$ cat src/rtl/nbody_step_sequencer_if.sv
// Avalon-MM register slave bundle used by the n-body step sequencer.
interface nbody_step_sequencer_if #(
   parameter int REG_AW = 3
);
   logic              chipselect;
   logic              write;
   logic              read;
   logic [REG_AW-1:0] address;
   logic [31:0]       writedata;
   logic [31:0]       readdata;

   modport master (output chipselect, write, read, address, writedata, input readdata);
   modport slave  (input chipselect, write, read, address, writedata, output readdata);
endinterface

$ cat src/rtl/nbody_step_sequencer.sv
// N-body accelerator control core: Avalon-MM register front-end plus step sequencer.
// Optional NBODY_IRQ_EN adds an irq output that rises with done.
//
// state     | meaning
// ----------+----------------------------------------------------------
// IDLE      | waiting for GO
// ACCEL     | issuing all (i,j) pairs with i!=j, one per cycle
// ACC_DRAIN | waiting ACC_LAT cycles for the last velocity write-back
// POS       | issuing position updates for bodies 0..N-1
// POS_DRAIN | waiting POS_LAT cycles, then step complete
// DONE      | run finished, single cycle before IDLE
module nbody_step_sequencer #(
   parameter int  BODIES  = 512,
   parameter int  STEP_W  = 16,
   parameter int  ACC_LAT = 58,
   parameter int  POS_LAT = 20,
   parameter int  REG_AW  = 3,
   localparam int IW      = $clog2(BODIES)
) (
   input  logic                  clk,
   input  logic                  rst_n,
   nbody_step_sequencer_if.slave bus,
   output logic                  pair_valid,
   output logic [IW-1:0]         pair_i,
   output logic [IW-1:0]         pair_j,
   output logic                  first_j,
   output logic                  last_j,
   output logic                  pos_valid,
   output logic [IW-1:0]         pos_idx,
   output logic                  busy
`ifdef NBODY_IRQ_EN
   ,output logic                 irq
`endif
);

   localparam int NW      = IW + 1;
   localparam int LAT_MAX = (ACC_LAT > POS_LAT) ? ACC_LAT : POS_LAT;
   localparam int CW      = $clog2(LAT_MAX) + 1;

   localparam logic [2:0] S_IDLE      = 3'd0;
   localparam logic [2:0] S_ACCEL     = 3'd1;
   localparam logic [2:0] S_ACC_DRAIN = 3'd2;
   localparam logic [2:0] S_POS       = 3'd3;
   localparam logic [2:0] S_POS_DRAIN = 3'd4;
   localparam logic [2:0] S_DONE      = 3'd5;

   localparam logic [NW-1:0] BODIES_N = NW'(BODIES);
   localparam logic [CW-1:0] ACC_LOAD = CW'(ACC_LAT - 1);
   localparam logic [CW-1:0] POS_LOAD = CW'(POS_LAT - 1);

   logic [2:0]        state_q, state_d;
   logic [NW-1:0]     n_bodies_q, n_bodies_d;
   logic [STEP_W-1:0] steps_q, steps_d;
   logic [STEP_W-1:0] step_count_q, step_count_d;
   logic              done_q, done_d;
   logic              err_q, err_d;
   logic [IW-1:0]     i_q, i_d;
   logic [IW-1:0]     j_q, j_d;
   logic [IW-1:0]     pos_q, pos_d;
   logic [CW-1:0]     cnt_q, cnt_d;
   logic [31:0]       readdata_q, readdata_d;

   logic              wr, rd, wr_ctrl, rd_ctrl, go, abort;
   logic [NW-1:0]     i_ext, i_next, j_plus1, j_next, n_last;
   logic              row_end;
   logic [STEP_W-1:0] steps_eff, step_count_inc;

   assign wr      = bus.chipselect & bus.write;
   assign rd      = bus.chipselect & bus.read;
   assign wr_ctrl = wr && (bus.address == REG_AW'(0));
   assign rd_ctrl = rd && (bus.address == REG_AW'(0));
   assign abort   = wr_ctrl && bus.writedata[1];
   assign go      = wr_ctrl && bus.writedata[0];

   // j advance skips the diagonal; running past N-1 ends the row for this i
   assign i_ext   = {1'b0, i_q};
   assign i_next  = i_ext + NW'(1);
   assign j_plus1 = {1'b0, j_q} + NW'(1);
   assign j_next  = (j_plus1 == i_ext) ? j_plus1 + NW'(1) : j_plus1;
   assign row_end = (j_next >= n_bodies_q);
   assign n_last  = n_bodies_q - NW'(1);

   assign steps_eff      = (steps_q == '0) ? STEP_W'(1) : steps_q;
   assign step_count_inc = step_count_q + STEP_W'(1);

   assign busy       = (state_q != S_IDLE);
   assign pair_valid = (state_q == S_ACCEL);
   assign pair_i     = i_q;
   assign pair_j     = j_q;
   assign first_j    = pair_valid && (j_q == ((i_q == '0) ? IW'(1) : IW'(0)));
   assign last_j     = pair_valid && row_end;
   assign pos_valid  = (state_q == S_POS);
   assign pos_idx    = pos_q;
   assign bus.readdata = readdata_q;

   always_comb begin
      state_d      = state_q;
      n_bodies_d   = n_bodies_q;
      steps_d      = steps_q;
      step_count_d = step_count_q;
      done_d       = done_q;
      err_d        = err_q;
      i_d          = i_q;
      j_d          = j_q;
      pos_d        = pos_q;
      cnt_d        = cnt_q;
      readdata_d   = readdata_q;

      if (rd) begin
         case (bus.address)
            REG_AW'(0): readdata_d = {29'b0, err_q, done_q, busy};
            REG_AW'(1): readdata_d = 32'(n_bodies_q);
            REG_AW'(2): readdata_d = 32'(steps_q);
            REG_AW'(3): readdata_d = 32'(step_count_q);
            default:    readdata_d = '0;
         endcase
      end

      if (!busy && wr && (bus.address == REG_AW'(1)))
         n_bodies_d = (bus.writedata > 32'(BODIES)) ? BODIES_N : bus.writedata[NW-1:0];
      if (!busy && wr && (bus.address == REG_AW'(2)))
         steps_d = bus.writedata[STEP_W-1:0];

      case (state_q)
         S_IDLE: begin
            if (go && !abort) begin
               if (n_bodies_q < NW'(2)) begin
                  err_d  = 1'b1;
                  done_d = 1'b1;
               end else begin
                  err_d        = 1'b0;
                  done_d       = 1'b0;
                  step_count_d = '0;
                  i_d          = '0;
                  j_d          = IW'(1);
                  state_d      = S_ACCEL;
               end
            end
         end
         S_ACCEL: begin
            if (row_end) begin
               if (i_next == n_bodies_q) begin
                  cnt_d   = ACC_LOAD;
                  state_d = S_ACC_DRAIN;
               end else begin
                  i_d = i_next[IW-1:0];
                  j_d = '0;
               end
            end else begin
               j_d = j_next[IW-1:0];
            end
         end
         S_ACC_DRAIN: begin
            if (cnt_q == '0) begin
               pos_d   = '0;
               state_d = S_POS;
            end else begin
               cnt_d = cnt_q - CW'(1);
            end
         end
         S_POS: begin
            if ({1'b0, pos_q} == n_last) begin
               cnt_d   = POS_LOAD;
               state_d = S_POS_DRAIN;
            end else begin
               pos_d = pos_q + IW'(1);
            end
         end
         S_POS_DRAIN: begin
            if (cnt_q == '0) begin
               step_count_d = step_count_inc;
               if (step_count_inc == steps_eff) begin
                  done_d  = 1'b1;
                  state_d = S_DONE;
               end else begin
                  i_d     = '0;
                  j_d     = IW'(1);
                  state_d = S_ACCEL;
               end
            end else begin
               cnt_d = cnt_q - CW'(1);
            end
         end
         S_DONE:  state_d = S_IDLE;
         default: state_d = S_IDLE;
      endcase

      // abort discards whatever the current state would have completed this cycle
      if (abort) begin
         state_d      = S_IDLE;
         done_d       = done_q;
         err_d        = err_q;
         step_count_d = step_count_q;
      end
   end

   always_ff @(posedge clk or negedge rst_n) begin
      if (!rst_n) begin
         state_q      <= S_IDLE;
         n_bodies_q   <= '0;
         steps_q      <= '0;
         step_count_q <= '0;
         done_q       <= 1'b0;
         err_q        <= 1'b0;
         i_q          <= '0;
         j_q          <= '0;
         pos_q        <= '0;
         cnt_q        <= '0;
         readdata_q   <= '0;
      end else begin
         state_q      <= state_d;
         n_bodies_q   <= n_bodies_d;
         steps_q      <= steps_d;
         step_count_q <= step_count_d;
         done_q       <= done_d;
         err_q        <= err_d;
         i_q          <= i_d;
         j_q          <= j_d;
         pos_q        <= pos_d;
         cnt_q        <= cnt_d;
         readdata_q   <= readdata_d;
      end
   end

`ifdef NBODY_IRQ_EN
   logic irq_q, irq_d;

   always_comb begin
      irq_d = irq_q;
      if (rd_ctrl || go)
         irq_d = 1'b0;
      if (done_d && !done_q)
         irq_d = 1'b1;
   end

   always_ff @(posedge clk or negedge rst_n) begin
      if (!rst_n) irq_q <= 1'b0;
      else        irq_q <= irq_d;
   end

   assign irq = irq_q;
`else
   logic unused_rd_ctrl;
   assign unused_rd_ctrl = rd_ctrl;
`endif

endmodule

$ cat src/flat_wrapper.sv
// flat-port wrapper written by rule: the top's interface ports become plain ports
module nbody_step_sequencer_flat 
#(
   parameter int  BODIES  = 512,
   parameter int  STEP_W  = 16,
   parameter int  ACC_LAT = 58,
   parameter int  POS_LAT = 20,
   parameter int  REG_AW  = 3,
   localparam int IW      = $clog2(BODIES)
)
  (clk, rst_n, pair_valid, pair_i, pair_j, first_j, last_j, pos_valid, pos_idx, busy, bus_chipselect, bus_write, bus_read, bus_address, bus_writedata, bus_readdata);
  nbody_step_sequencer_if #(.REG_AW(REG_AW)) bus_i ();
  input  logic clk;
  input  logic rst_n;
  output logic pair_valid;
  output logic [IW-1:0] pair_i;
  output logic [IW-1:0] pair_j;
  output logic first_j;
  output logic last_j;
  output logic pos_valid;
  output logic [IW-1:0] pos_idx;
  output logic busy;
  input wire logic [$bits(bus_i.chipselect)-1:0] bus_chipselect;
  input wire logic [$bits(bus_i.write)-1:0] bus_write;
  input wire logic [$bits(bus_i.read)-1:0] bus_read;
  input wire logic [$bits(bus_i.address)-1:0] bus_address;
  input wire logic [$bits(bus_i.writedata)-1:0] bus_writedata;
  output wire logic [$bits(bus_i.readdata)-1:0] bus_readdata;
  assign bus_i.chipselect = bus_chipselect;
  assign bus_i.write = bus_write;
  assign bus_i.read = bus_read;
  assign bus_i.address = bus_address;
  assign bus_i.writedata = bus_writedata;
  assign bus_readdata = bus_i.readdata;
  nbody_step_sequencer #(.BODIES(BODIES), .STEP_W(STEP_W), .ACC_LAT(ACC_LAT), .POS_LAT(POS_LAT), .REG_AW(REG_AW)) u_core (.clk(clk), .rst_n(rst_n), .bus(bus_i), .pair_valid(pair_valid), .pair_i(pair_i), .pair_j(pair_j), .first_j(first_j), .last_j(last_j), .pos_valid(pos_valid), .pos_idx(pos_idx), .busy(busy));
endmodule
$ cat config.mk
export PLATFORM = sky130hd
export DESIGN_NAME = nbody_step_sequencer_flat
export DESIGN_NICKNAME = d
export VERILOG_FILES = /design/src/rtl/nbody_step_sequencer_if.sv /design/src/rtl/nbody_step_sequencer.sv /design/src/flat_wrapper.sv
export SDC_FILE = /design/constraint.sdc
export NUM_CORES = 1
export LEC_CHECK = 0
export CAP_MARGIN = 15
export CORE_MARGIN = 3
export CORE_UTILIZATION = 50
export CTS_CLUSTER_SIZE = 20
export DETAILED_ROUTE_END_ITERATION = 6
export GPL_TIMING_DRIVEN = 0
export PLACE_DENSITY = 0.86
export SLEW_MARGIN = 20
export SYNTH_ARGS = -nofsm -noshare
export SYNTH_HDL_FRONTEND = slang
export SYNTH_SLANG_ARGS = --single-unit
$ cat constraint.sdc
create_clock -name clk -period 4.63 [get_ports clk]
set_input_delay 0.926 -clock clk [delete_from_list [all_inputs] [get_ports clk]]
set_output_delay 0.926 -clock clk [all_outputs]
set_load 0.02 [all_outputs]
# Word level (Yosys, flattened, before mapping)
# Cells that the tools add are included.
# totals
inputBits	40
ff_bits	113
word_cells	132
out_inout_bits	64
# classes
eq_ne	32
bitwise	3
muxes	46
reduce_logical	30
add_sub_neg	7
magnitude_cmp	3
# ops
operator	n
9-bit 2-to-1 mux	14
16-bit 2-to-1 mux	4
16-bit case mux with 4 select lines	1
9-bit case mux with 3 select lines	2
32-bit by 10-bit greater-than comparator with 1-bit output (second input constant)	1
16-bit case mux with 2 select lines	1
7-bit 2-to-1 mux	4
3-bit 2-to-1 mux	9
7-bit case mux with 3 select lines	1
9-bit by 1-bit adder with 10-bit output (second input constant)	2
10-bit 2-to-1 mux	2
9-bit case mux with 2 select lines	1
16-bit by 1-bit adder with 16-bit output (second input constant)	1
16-bit equality test	1
16-bit zero test	1
3-bit case mux with 5 select lines	1
5-bit AND reduction	3
2-bit inequality test (second input constant)	7
7-bit AND reduction	2
3-bit by 2-bit equality test with 1-bit output (second input constant)	4
3-bit by 1-bit inequality test with 1-bit output (second input constant)	4
10-bit by 1-bit adder with 10-bit output (second input constant)	1
10-bit equality test	1
10-bit by 9-bit equality test with 1-bit output	1
26 further kinds	52

# Longest topological paths before layout
# Gate-level depths: netlist of run 1.
# depth
word_depth	8
depth_mapped	21
depth_no_buf	18

# Least setup slack after synthesis of run 1
# No wires, ideal clock.
# synth_timing
path_kind	register to register
from	register u_core.j_q[0] (netlist: u_core.pair_j[0])
to	register u_core.cnt_q[1]
required_time_ns	4.505
path_buffers	3
synth_period_minus_slack_ns	4.728
t_arrival_ns	4.604
stages_incl_launch_ff	20
setup_slack_ns	-0.098
setup_ns	0.125
path_cell_list	dfrtp_1 buf_2 inv_1 ha_1 xnor2_1 nor3_1 nand4_1 nor4_1 buf_2 mux2_2 ha_1 o211ai_1 a21oi_1 o41a_1 o22ai_1 nor3_2 a211oi_1 nand2b_1 clkbuf_1 mux2_2
# synth_between
elab_chain_cells	6
elab_cells_between_ends	7
cone_classes	2 x add/sub; 1 x order compare; 2 x eq/ne; 1 x mux; 1 x reduce/logical
# synth_rtl
element	line_no	rtl
start: declaration	nbody_step_sequencer.sv:58	logic [IW-1:0] j_q, j_d;
start signal: assignment	nbody_step_sequencer.sv:218	j_q <= j_d;
9-bit by 1-bit adder with 10-bit output (*)	nbody_step_sequencer.sv:78	assign j_plus1 = {1'b0, j_q} + NW'(1);
10-bit by 1-bit adder with 10-bit output / 10-bit by 9-bit equality test with 1-bit output (equally long branches)	nbody_step_sequencer.sv:79	assign j_next = (j_plus1 == i_ext) ? j_plus1 + NW'(1) : j_plus1;
10-bit 2-to-1 mux (*)	nbody_step_sequencer.sv:79	
10-bit greater-or-equal comparator (*)	nbody_step_sequencer.sv:80	assign row_end = (j_next >= n_bodies_q);
2-bit inequality test (no source line) (*)	-	
5-bit AND reduction (no source line) (*)	-	
end signal: assignment	nbody_step_sequencer.sv:220	cnt_q <= cnt_d;
end: declaration	nbody_step_sequencer.sv:60	logic [CW-1:0] cnt_q, cnt_d;
# Every way passes the cells marked *; elsewhere a longest branch is shown, timed or not.
# A chain may end at the register's enable or synchronous reset.

# Worst setup path in the final report of run 1
# layout_timing
from	register u_core.j_q[0] (netlist: u_core.pair_j[0])
to	output last_j
# layout_between
elab_chain_cells	5
elab_cells_between_ends	6
cone_classes	2 x add/sub; 1 x order compare; 1 x eq/ne; 1 x mux; 1 x reduce/logical
# layout_rtl
element	line_no	rtl
9-bit by 1-bit adder with 10-bit output (*)	nbody_step_sequencer.sv:78	
10-bit by 1-bit adder with 10-bit output / 10-bit by 9-bit equality test with 1-bit output (equally long branches)	nbody_step_sequencer.sv:79	
10-bit 2-to-1 mux (*)	nbody_step_sequencer.sv:79	
10-bit greater-or-equal comparator (*)	nbody_step_sequencer.sv:80	
1-bit logical AND (*)	nbody_step_sequencer.sv:91	assign last_j = pair_valid && row_end;
end: declaration	flat_wrapper.sv:19	output logic last_j;
# Marked as above.

==> metrics.md, run 1 <==
| Metric | Value |
|---|---|
| Status | finished, violations left |
| Failing checks | setup timing |
| Worst Setup Start Kind | flop |
| Clock-pin slew on the worst setup and hold paths | ~70 ps |
| Clock buffer depth | 2 |
| Layout overhead on the synthesized area | 27.67% |
| Post-DP HPWL | about 14000 microns |
| Post-synthesis cell area | ~0.0068 sq mm |
| Largest net degree at the start of global routing | 68 |
| TritonCTS clock tree | built |
| Syn_area_per_cell | 8.977 sq um |
| Slew Limit Fails | 0 |
| Post-synth top area share | 0.3558 |
| Async SR Flop Fraction | 1.000 |
| Final std cells w/o fill | around 1100 |
| ANT nets after route | 0 |
| Pwr dens | around 460 mW/mm^2 |
| First-pass GRT wire length | a little over 30000 microns |
| Placed cell areas | between 0.008 and 0.009 sq mm |
| Die Y | 122.8 microns |
| Post-synth EDFFs | 0 |
| Clk_skew | 10.93 ps |
| ANT cells | 0 |
| Tmin final | roughly 4900 ps |
| Hold-fix buffers at CTS | 0 |
| Metal2 WL | between 9000 and 10000 microns |
| Residual DRC | 0 |
| DR WL/cell | between 15 and 20 microns |
| Most frequent cells in the layout | dfrtp_1 (94), clkdlybuf4s50_1 (84), nand2_1 (65) |
| Final Hold Viols | 0 |
| CTS sink cnt | 97 |
| Register bit total from synthesis | 97 |
| Top cells by area, synth | dfrtp_1 (36%), xnor2_1 (6.9%), mux2_2 (4.1%), nand2_1 (3.8%), o21ai_0 (3.7%) |
| Highest Signal Layer | met4 |
| Critical Path RT | between 3000 and 4000 ps |
| Worst Setup End Kind | output pin |
| Slew @ Worst Pin | 962.8 ps |
| Final worst path period share | 1.055 |
| Initial antenna violation count | 0 |
| Crit Path Class | flop to output pin |
| GR Util All Layers | 0.2579 |
| Crit path max-delay family | simple AND/OR/NAND/NOR gates |
| WL final | roughly 19000 microns |
| Gr ovfl total | 0 |
| Synth Warn # | 0 |
| CTS Buf Count | 9 |
| Maximum net fanout on the critical path | 6 |
| DRT iter0 DRCs | 850 |
| Cells after DPL | slightly above 1000 |
| DR WL met3 | between 1000 and 1500 microns |
| Hold_ws | 431.8 ps |
| Final Core Density | 0.6552 |
| Post-Place Setup Slack | -796.1 ps |
| Leading area contributor after synthesis | dfrtp_1 |
| Max_slew headroom | 0.3532 |
| Clock latency on the worst-skew pair | ~360 ps |
| Worst path slowest cell | dfrtp_1 |
| DR vias/cell | 6.066 |
| Bufs and invs on worst path | 2 |
| Root buf cell | clkbuf_16 |
| Nets | between 900 and 1000 |
| Setup ws final | -255.9 ps |
| RD Place Congestion | 0.9339 |
| Post-Synthesis Cells | between 700 and 800 |
| DIE AREA | between 0.015 and 0.02 sq mm |
| Synth Flop Type | dfrtp_1 |
| M1 WL | roughly 8000 microns |
| Row cnt | 42 |
| I/O pins | about 100 |
| Floorplan Core Area | roughly 0.013 sq mm |
| Register area share after synthesis | 0.3558 |
| Vias | approximately 6500 |
| Pleak | about 3.7 nW |
| Port bufs | 86 |
| Maximum vdd drop | 246.8 uV |
| Vias in the first global route | roughly 6000 |
| HP Class | input pin to async pin |
| Drt first pass iters | 5 |
| Max-Cap Viols | 0 |
| FMAX | roughly 200 MHz |
| Unique masters post-synth | 75 |
| Setup violations, final | 6 |
| Commonest non-fill, non-tap cell in the layout | dfrtp_1 |
| Slowest Stage Delay on Critical Path | approximately 430 ps |
| Worst-path cell chain | ha_4 -> nand4_1 -> nor3_2 -> xnor2_1 -> nand4_1 -> nor4_4 -> buf_6 -> nand2_2 -> nand2_2 -> xor2_1 -> ha_1 -> a22o_1 -> o41a_1 -> o22ai_4 -> nor2_2 -> buf_6 |
| Crit path arrival time | between 3000 and 4000 ps |
| Max H-tree Level | 3 |
| Starting Density | 0.5132 |
| Ratio of cells with drive above 1 in the final layout | 0.1682 |
| RSZ-0062 raised after global routing | yes |
| Die X-Extent | around 120 microns |
| Fin area | 0.008711 sq mm |
-- power by group --
group	switching, W	internal (W)
sequential	0.000189	0.00101
combinational	0.00105	0.000907
clock	0.000342	0.000531
total	0.00158	0.00245
-- state kept, by name (all words and copies together) (netlist names) --
signal,flops
u_core.pos_idx,9
u_core.bus.readdata,16
u_core.err_q,1
u_core.steps_q,16
u_core.pair_i,9
u_core.cnt_q,7
u_core.step_count_q,16
u_core.pair_j,9
u_core.n_bodies_q,10
u_core.state_q,3
u_core.done_q,1
-- worst register-to-register path: cells and delay by family, from the launching register on --
family / cells / cell delay, ps
buffers and inverters: 5 / 770
AND/OR/NAND/NOR: 8 / 1730
flip-flops: 1 / 430
XOR/XNOR: 2 / 380
AO/OA/AOI/OAI: 5 / 810
adder cells (fa/ha/maj): 2 / 530
-- area by class of cell --
type                            instances  area [sq um]
Multi-Input combinational cell        581          4170
Inverter                               31         118.9
Clock buffer                           10         229.0
Clock inverter                          6         115.1
Buffer                                 63         380.4
Fill cell                            1001          4584
Tap cell                              176         220.2
Sequential cell                        97          2431
Timing Repair Buffer                  104          1046
-- per-layer routing --
metal / track usage / up-vias
li1: - / 2962
met2: 0.4206 / 310
met5: 0 / -
met4: 0.07908 / 0
met3: 0.05115 / 51
met1: 0.3473 / 3156
-- stage by stage --
stage | setup TNS (ps) | power, W
after global placement | -98100 | 0.002788
after floorplan | 0 | 0.002317
after detailed placement | -5172 | 0.002841
after global routing | -1430 | 0.004250
after CTS | -91.35 | 0.003933
final | -618.2 | 0.004027
-- synthesized netlist by cell type, types with 5 or more instances --
cell	number
a21o_1	7
a21oi_1	13
a22o_1	20
a22oi_1	9
a31oi_1	22
and3_1	8
buf_2	15
buf_4	19
clkbuf_1	24
dfrtp_1	97
ha_1	20
inv_1	31
mux2_2	25
mux2i_1	9
nand2_1	69
nand3_1	26
nand4_1	11
nor2_1	45
nor2b_1	7
nor3_1	26
nor3b_1	5
nor4_1	22
o21ai_0	51
o31ai_1	10
or3_1	7
xnor2_1	54
xor2_1	29
-- cells by family (layout without fill, tap and decap cells) --
family,after synthesis,in the layout,share of synthesized area
AND/OR/NAND/NOR,256,256,0.1944
AO/OA/AOI/OAI,167,167,0.1660
flip-flops,97,97,0.3558
buffers and inverters,97,214,0.07097
XOR/XNOR,85,85,0.1113
multiplexers,37,37,0.06437
adder cells (fa/ha/maj),20,20,0.03668
other,1,16,0.0005496
-- what timing repair did --
action | 4_1_cts | 5_1_grt
pin swaps | 15 | 6
setup endpoints to repair | 26 | 16
gates resized for setup | 43 | 16
setup buffers | 13 | 4
cloned | 0 | 0
-- path summary, 6_finish.rpt --
check                                              from                       to  slack (ps)  cells after the start
min in group clk                u_core.bus.readdata[12]  u_core.bus.readdata[12]         480                      2
worst max register to register         u_core.pair_j[0]          u_core.cnt_q[2]        -130                     22
worst max-delay path                   u_core.pair_j[0]                   last_j        -260                     16
worst min-delay path                              rst_n         u_core.pair_j[5]         430                      1
worst min register to register  u_core.bus.readdata[12]  u_core.bus.readdata[12]         480                      2
max in group asynchronous                         rst_n          u_core.cnt_q[1]        3560                      2
(Power assumes the default switching activity.)
==> run 2, diff against run 1 <==
GPL_TIMING_DRIVEN = 1   (was 0)
==> run 2 against run 1 <==
Net effect: the flow still finishes with violations (setup timing); routed wire length is 2.0% lower; total power is 2.9% lower; design area is 3.7% lower; sequential share of layout area is 1.1 points higher; critical endpoint unchanged.
==> metrics.md, run 2 (synthesized netlist as in run 1, its figures left out) <==
| Metric | Value |
|---|---|
| Most frequent cells in the layout | dfrtp_1 (94), clkdlybuf4s50_1 (85), nand2_1 (65) |
| DR WL/cell | 18.44 microns |
| DIE AREA | 0.01508 sq mm |
| Port bufs | 87 |
| Pleak | 3.541 nW |
| Hold path endpoint | u_core.bus.readdata[10] |
| Vias | roughly 6300 |
| Worst path slowest cell | dfrtp_2 |
| Setup ws final | -49.63 ps |
| Max H-tree Level | 3 |
| Commonest non-fill, non-tap cell in the layout | dfrtp_1 |
| Tmin final | between 4000 and 5000 ps |
| Final Hold Viols | 0 |
| Layout overhead on the synthesized area | 22.89% |
| Status | finished, violations left |
| Maximum vdd drop | around 190 uV |
| Slew @ Worst Pin | 938.1 ps |
| Maximum net fanout on the critical path | 8 |
| FMAX | 213.7 MHz |
| Clk_skew | 8.947 ps |
| ANT cells | 0 |
| R2R Path End | u_core.cnt_q[1] |
| TritonCTS clock tree | built |
| Worst Setup End Kind | output pin |
| Hold-fix buffers at CTS | 0 |
| Min-Delay Path Depth | 2 |
| Final std cells w/o fill | ~1000 |
| Pwr dens | between 400 and 500 mW/mm^2 |
| Reg2Reg Launch Point | u_core.pair_j[1] |
| Largest net degree at the start of global routing | 73 |
| Clock latency on the worst-skew pair | about 360 ps |
| ANT nets after route | 0 |
| Cells after DPL | between 1000 and 1500 |
| Clock buffer depth | 2 |
| RSZ-0062 raised after global routing | yes |
| Drt first pass iters | 6 |
| I/O pins | 104 |
| Post-DP HPWL | between 10000 and 15000 microns |
| Vias in the first global route | roughly 6000 |
| CTS Buf Count | 9 |
| Die Y | between 100 and 150 microns |
| Root buf cell | clkbuf_16 |
| Worst reg-to-reg path cell count | 19 |
| Slew Limit Fails | 0 |
| Die X-Extent | about 120 microns |
| Clock-pin slew on the worst setup and hold paths | around 70 ps |
| Ratio of cells with drive above 1 in the final layout | 0.1462 |
| Max-Cap Viols | 0 |
| Slowest Stage Delay on Critical Path | 460 ps |
| Row cnt | 42 |
| DRT iter0 DRCs | 786 |
| Crit Path Class | flop to output pin |
| DR vias/cell | 6.076 |
| Failing checks | setup timing |
| Initial antenna violation count | 0 |
| Worst-path cell chain | ha_4 -> xor2_2 -> xor2_1 -> nor3_1 -> nand4_1 -> nor4_2 -> buf_4 -> nand2_1 -> xor2_2 -> ha_1 -> o211ai_1 -> a21oi_1 -> o41a_1 -> o22ai_2 -> nor2_1 -> buf_4 |
| Worst Setup Start Kind | flop |
| Setup violations, final | 1 |
| Starting Density | 0.5132 |
| Setup tns final | -49.63 ps |
| Reg2Reg Setup Slack | 190 ps |
| Critical Path RT | approximately 3700 ps |
| HP Class | flop to flop |
| GR Util All Layers | 0.2510 |
| Max_slew headroom | 0.3698 |
| RD Place Congestion | between 0.9 and 1 |
| Hold_sp | u_core.bus.readdata[10] |
| Floorplan Core Area | roughly 0.013 sq mm |
| Final worst path period share | 1.011 |
| Residual DRC | 0 |
| Crit path arrival time | roughly 3800 ps |
| First-pass GRT wire length | ~30000 microns |
| CTS sink cnt | 97 |
| WL final | between 15000 and 20000 microns |
| Total power | between 0.003 and 0.004 W |
| Gr ovfl total | 0 |
| Nets | 910 |
[run 2: cell count changes in the layout (fill, tap and decap cells not counted), sizes merged]
| cell | change |
|---|---|
| clkbuf | -21 |
| clkinvlp | -1 |
| buf | -17 |
| inv | -1 |
| clkdlybuf4s50 | +1 |
| clkinv | +3 |
| bufinv | -1 |
[run 2: stage by stage]
stage | utilization | setup WS [ps] | hold WS (ps) | area (sq um)
global route | 0.6306 | -214.0 | 508.0 | 8384
global placement | 0.5919 | 60.62 | 461.8 | 7869
finish | 0.6306 | -49.63 | 487.3 | 8384
CTS | 0.6228 | 3.368 | 490.5 | 8280
detailed placement | 0.5919 | -9.729 | 474.7 | 7869
floorplan | - | 38.84 | 448.6 | 6885
[run 2: repair_timing]
item,in CTS,in global routing
gates resized for setup,10,19
setup buffers,4,4
pin swaps,4,15
setup endpoints to repair,1,2
endpoints found under the hold margin,0,0
[run 2: per-layer routing]
layer / wire (microns) / up-vias / share of wire / track usage
met3: 1178 / 43 / 0.062 / 0.03871
met5: 0 / - / 0 / 0
met2: 9282 / 274 / 0.49 / 0.4008
met1: 8010 / 3049 / 0.42 / 0.3322
met4: 540 / 0 / 0.028 / 0.1246
li1: - / 2898 / - / -
[run 2: area by class of cell]
cell class	instances	area [sq um]
well taps	176	220.2
fillers	1036	4911
multi-input cells	581	4086
repair buffers	130	1189
clock inverters	6	102.6
clock buffers	10	239.0
inverters	31	116.4
flip-flops and latches	97	2431
[run 2: how the worst max path moves through the flow]
stage / from / to / slack (ps) / cells past startpoint
global route: u_core.pair_j[1] / last_j / -210 / 15
detailed placement: u_core.pair_j[1] / last_j / -10 / 16
floorplan: u_core.pair_j[0] / u_core.cnt_q[1] / 40 / 19
CTS: u_core.pair_j[0] / last_j / 3 / 15
global placement: u_core.pair_j[1] / last_j / 60 / 16
finish: u_core.pair_j[1] / last_j / -50 / 16
[run 2: critical path, delay by kind of cell (launching register included)]
kind            cells  cell delay, ps
simple gates        5             870
compound gates      4             730
xor+xnor            3             500
flops               1             460
fa+ha+maj           2             450
buf+inv             2             390
[run 2: power by group]
| group | switching (W) | total, W | internal (W) | leakage (nW) |
|---|---|---|---|---|
| sequential | 0.000239 | 0.00125 | 0.00101 | 1.28 |
| combinational | 0.000947 | 0.00182 | 0.000868 | 2.09 |
| clock | 0.000354 | 0.000850 | 0.000496 | 0.166 |
==> run 3, diff against run 2 <==
CAP_MARGIN = 30   (was 15)
GPL_TIMING_DRIVEN = not set   (was 1)
==> run 3 against run 2 <==
Net effect: the run still ends with setup timing left; maximum frequency increased by 0.63%; clock skew about the same; cell count about the same; largest cell class unchanged; largest power group unchanged.
==> metrics.md, run 3 (synthesized netlist as in run 1, its figures left out) <==
| Metric | Value |
|---|---|
| Port bufs | between 80 and 90 |
| Slowest Stage Delay on Critical Path | around 460 ps |
| FMAX | 215.0 MHz |
| Crit path arrival time | approximately 3700 ps |
| Starting Density | 0.5132 |
| Critical Path Start | u_core.pair_j[1] |
| Slew Limit Fails | 0 |
| Initial antenna violation count | 0 |
| Row cnt | 42 |
| Crit path max-delay family | compound AO/OA/AOI/OAI gates |
| Clk_skew | 9.156 ps |
| Largest net degree at the start of global routing | 73 |
| Setup violations, final | 1 |
| Final worst path period share | 1.004 |
| WL final | approximately 19000 microns |
| Post-DP HPWL | ~14000 microns |
| RD Place Congestion | about 0.95 |
| RSZ-0062 raised after global routing | yes |
| Logic depth of the worst path, buffers included | 15 |
| Floorplan Core Area | 0.01330 sq mm |
| Setup ws final | -20.46 ps |
| Reg2Reg Launch Point | u_core.pair_j[1] |
| Max-Cap Viols | 0 |
| TritonCTS clock tree | built |
| Bufs and invs on worst path | 2 |
| Crit Path Class | flop to output pin |
| Gr ovfl total | 0 |
| Pleak | between 3 and 4 nW |
| Commonest non-fill, non-tap cell in the layout | dfrtp_1 |
| First-pass GRT wire length | ~30000 microns |
| Slew @ Worst Pin | about 940 ps |
| Root buf cell | clkbuf_16 |
| Final Hold Viols | 0 |
| Worst-path cell chain | ha_1 -> nand2_2 -> xnor2_2 -> xnor2_1 -> nand4_1 -> nor4_2 -> buf_4 -> nand2_2 -> xor2_2 -> ha_1 -> a22o_1 -> o41a_1 -> o22ai_2 -> nor2_1 -> buf_4 |
| Total power | ~0.004 W |
| Clock-pin slew on the worst setup and hold paths | around 70 ps |
| Placed cell areas | roughly 0.0079 sq mm |
| Maximum net fanout on the critical path | 8 |
| Max H-tree Level | 3 |
| Residual DRC | 0 |
| Layout overhead on the synthesized area | 23.29% |
| Nets | 911 |
| R2R Path End | u_core.cnt_q[1] |
| Drt first pass iters | 5 |
| Most frequent cells in the layout | dfrtp_1 (94), clkdlybuf4s50_1 (85), nand2_1 (65) |
| Clock latency on the worst-skew pair | between 300 and 400 ps |
| Maximum vdd drop | 192.1 uV |
| CTS Buf Count | 9 |
| DR WL/cell | about 18 microns |
| Worst Setup Start Kind | flop |
| Die X-Extent | about 120 microns |
| Max_slew headroom | 0.3703 |
| ANT cells | 0 |
| Worst Setup End Kind | output pin |
| HP Class | input pin to async pin |
| ANT nets after route | 0 |
| Die Y | ~120 microns |
| Failing checks | setup timing |
| Critical Path RT | between 3000 and 4000 ps |
| Vias in the first global route | 5898 |
| Hold-fix buffers at CTS | 0 |
| Clock buffer depth | 2 |
| Vias | between 6000 and 7000 |
| Reg2Reg Setup Slack | between 200 and 250 ps |
| Worst path slowest cell | dfrtp_2 |
| Status | finished, violations left |
| Pwr dens | between 400 and 500 mW/mm^2 |
| Tmin final | between 4000 and 5000 ps |
| Setup crit end | last_j |
| Fin area | 0.008412 sq mm |
| I/O pins | ~100 |
| GR Util All Layers | 0.2510 |
| DRT iter0 DRCs | slightly below 800 |
| Worst reg-to-reg path cell count | 18 |
| Setup tns final | -20.46 ps |
| CTS sink cnt | 97 |
| DIE AREA | 0.01508 sq mm |
| DR vias/cell | just over 6 |
| Ratio of cells with drive above 1 in the final layout | 0.1472 |
==> run 3: cell count changes in the layout (fill, tap and decap cells not counted) <==
cell,delta
buf_16,+1
==> run 3: worst reg2reg max path: stages (launching register included) <==
cell and delay (ps):
dfrtp_2 460, ha_1 250, nand2_2 130, xnor2_2 140, xnor2_1 170, nand4_1 140, nor4_2 310, buf_4 230
nand2_2 70, xor2_2 150, ha_1 280, a22o_1 230, o41a_1 400, o22ai_2 150, buf_4 170, nor3_2 80
a211oi_1 310, nand2b_2 270, mux2_2 350
==> run 3: worst min path at each step <==
stage	slack [ps]	cells past startpoint	endpoint	start
after floorplan	450	1	u_core.cnt_q[6]	u_core.cnt_q[6]
after global placement	460	2	u_core.bus.readdata[14]	u_core.bus.readdata[14]
after detailed placement	470	2	u_core.bus.readdata[12]	u_core.bus.readdata[12]
after CTS	490	2	u_core.bus.readdata[12]	u_core.bus.readdata[12]
after global routing	430	1	u_core.pair_i[8]	rst_n
final	430	1	u_core.pair_i[4]	rst_n
==> run 3: cell type report <==
cell class	count	area (sq um)
fill	1033	4883
multi-input combinational	581	4086
sequential	97	2431
timing repair buffer	131	1216
clock buffer	10	239.0
tap	176	220.2
inverter	31	116.4
clock inverter	6	102.6
==> run 3: power by group <==
group | internal, W | switching [W] | total, W
logic | 0.000872 | 0.000951 | 0.00182
registers | 0.00101 | 0.000237 | 0.00125
clock network | 0.000496 | 0.000354 | 0.000849
total | 0.00238 | 0.00154 | 0.00392
==> run 3: metrics by stage <==
step | worst slack, ps | util | hold slack [ps] | instances
after floorplan | 38.84 | - | 448.6 | 775
after global placement | 60.62 | 0.5919 | 461.8 | 1007
after detailed placement | -9.729 | 0.5919 | 474.7 | 1007
after CTS | 3.368 | 0.6228 | 490.5 | 1027
after global routing | -175.9 | 0.6327 | 433.8 | 1032
final | -20.46 | 0.6327 | 429.9 | 1032
==> run 3: what timing repair did <==
item,in CTS,in global routing
setup buffers,4,4
resized for setup,10,19
pin swaps,4,15
endpoints found under the setup margin,1,2
==> run 3: metal layers <==
metal	wire length [microns]	vias up	part of all wire	global-route usage
li1	-	2899	-	-
met1	8040	3053	0.42	0.3322
met2	9258	274	0.49	0.4008
met3	1208	43	0.063	0.03871
met4	533	0	0.028	0.1246
met5	0	-	0	0
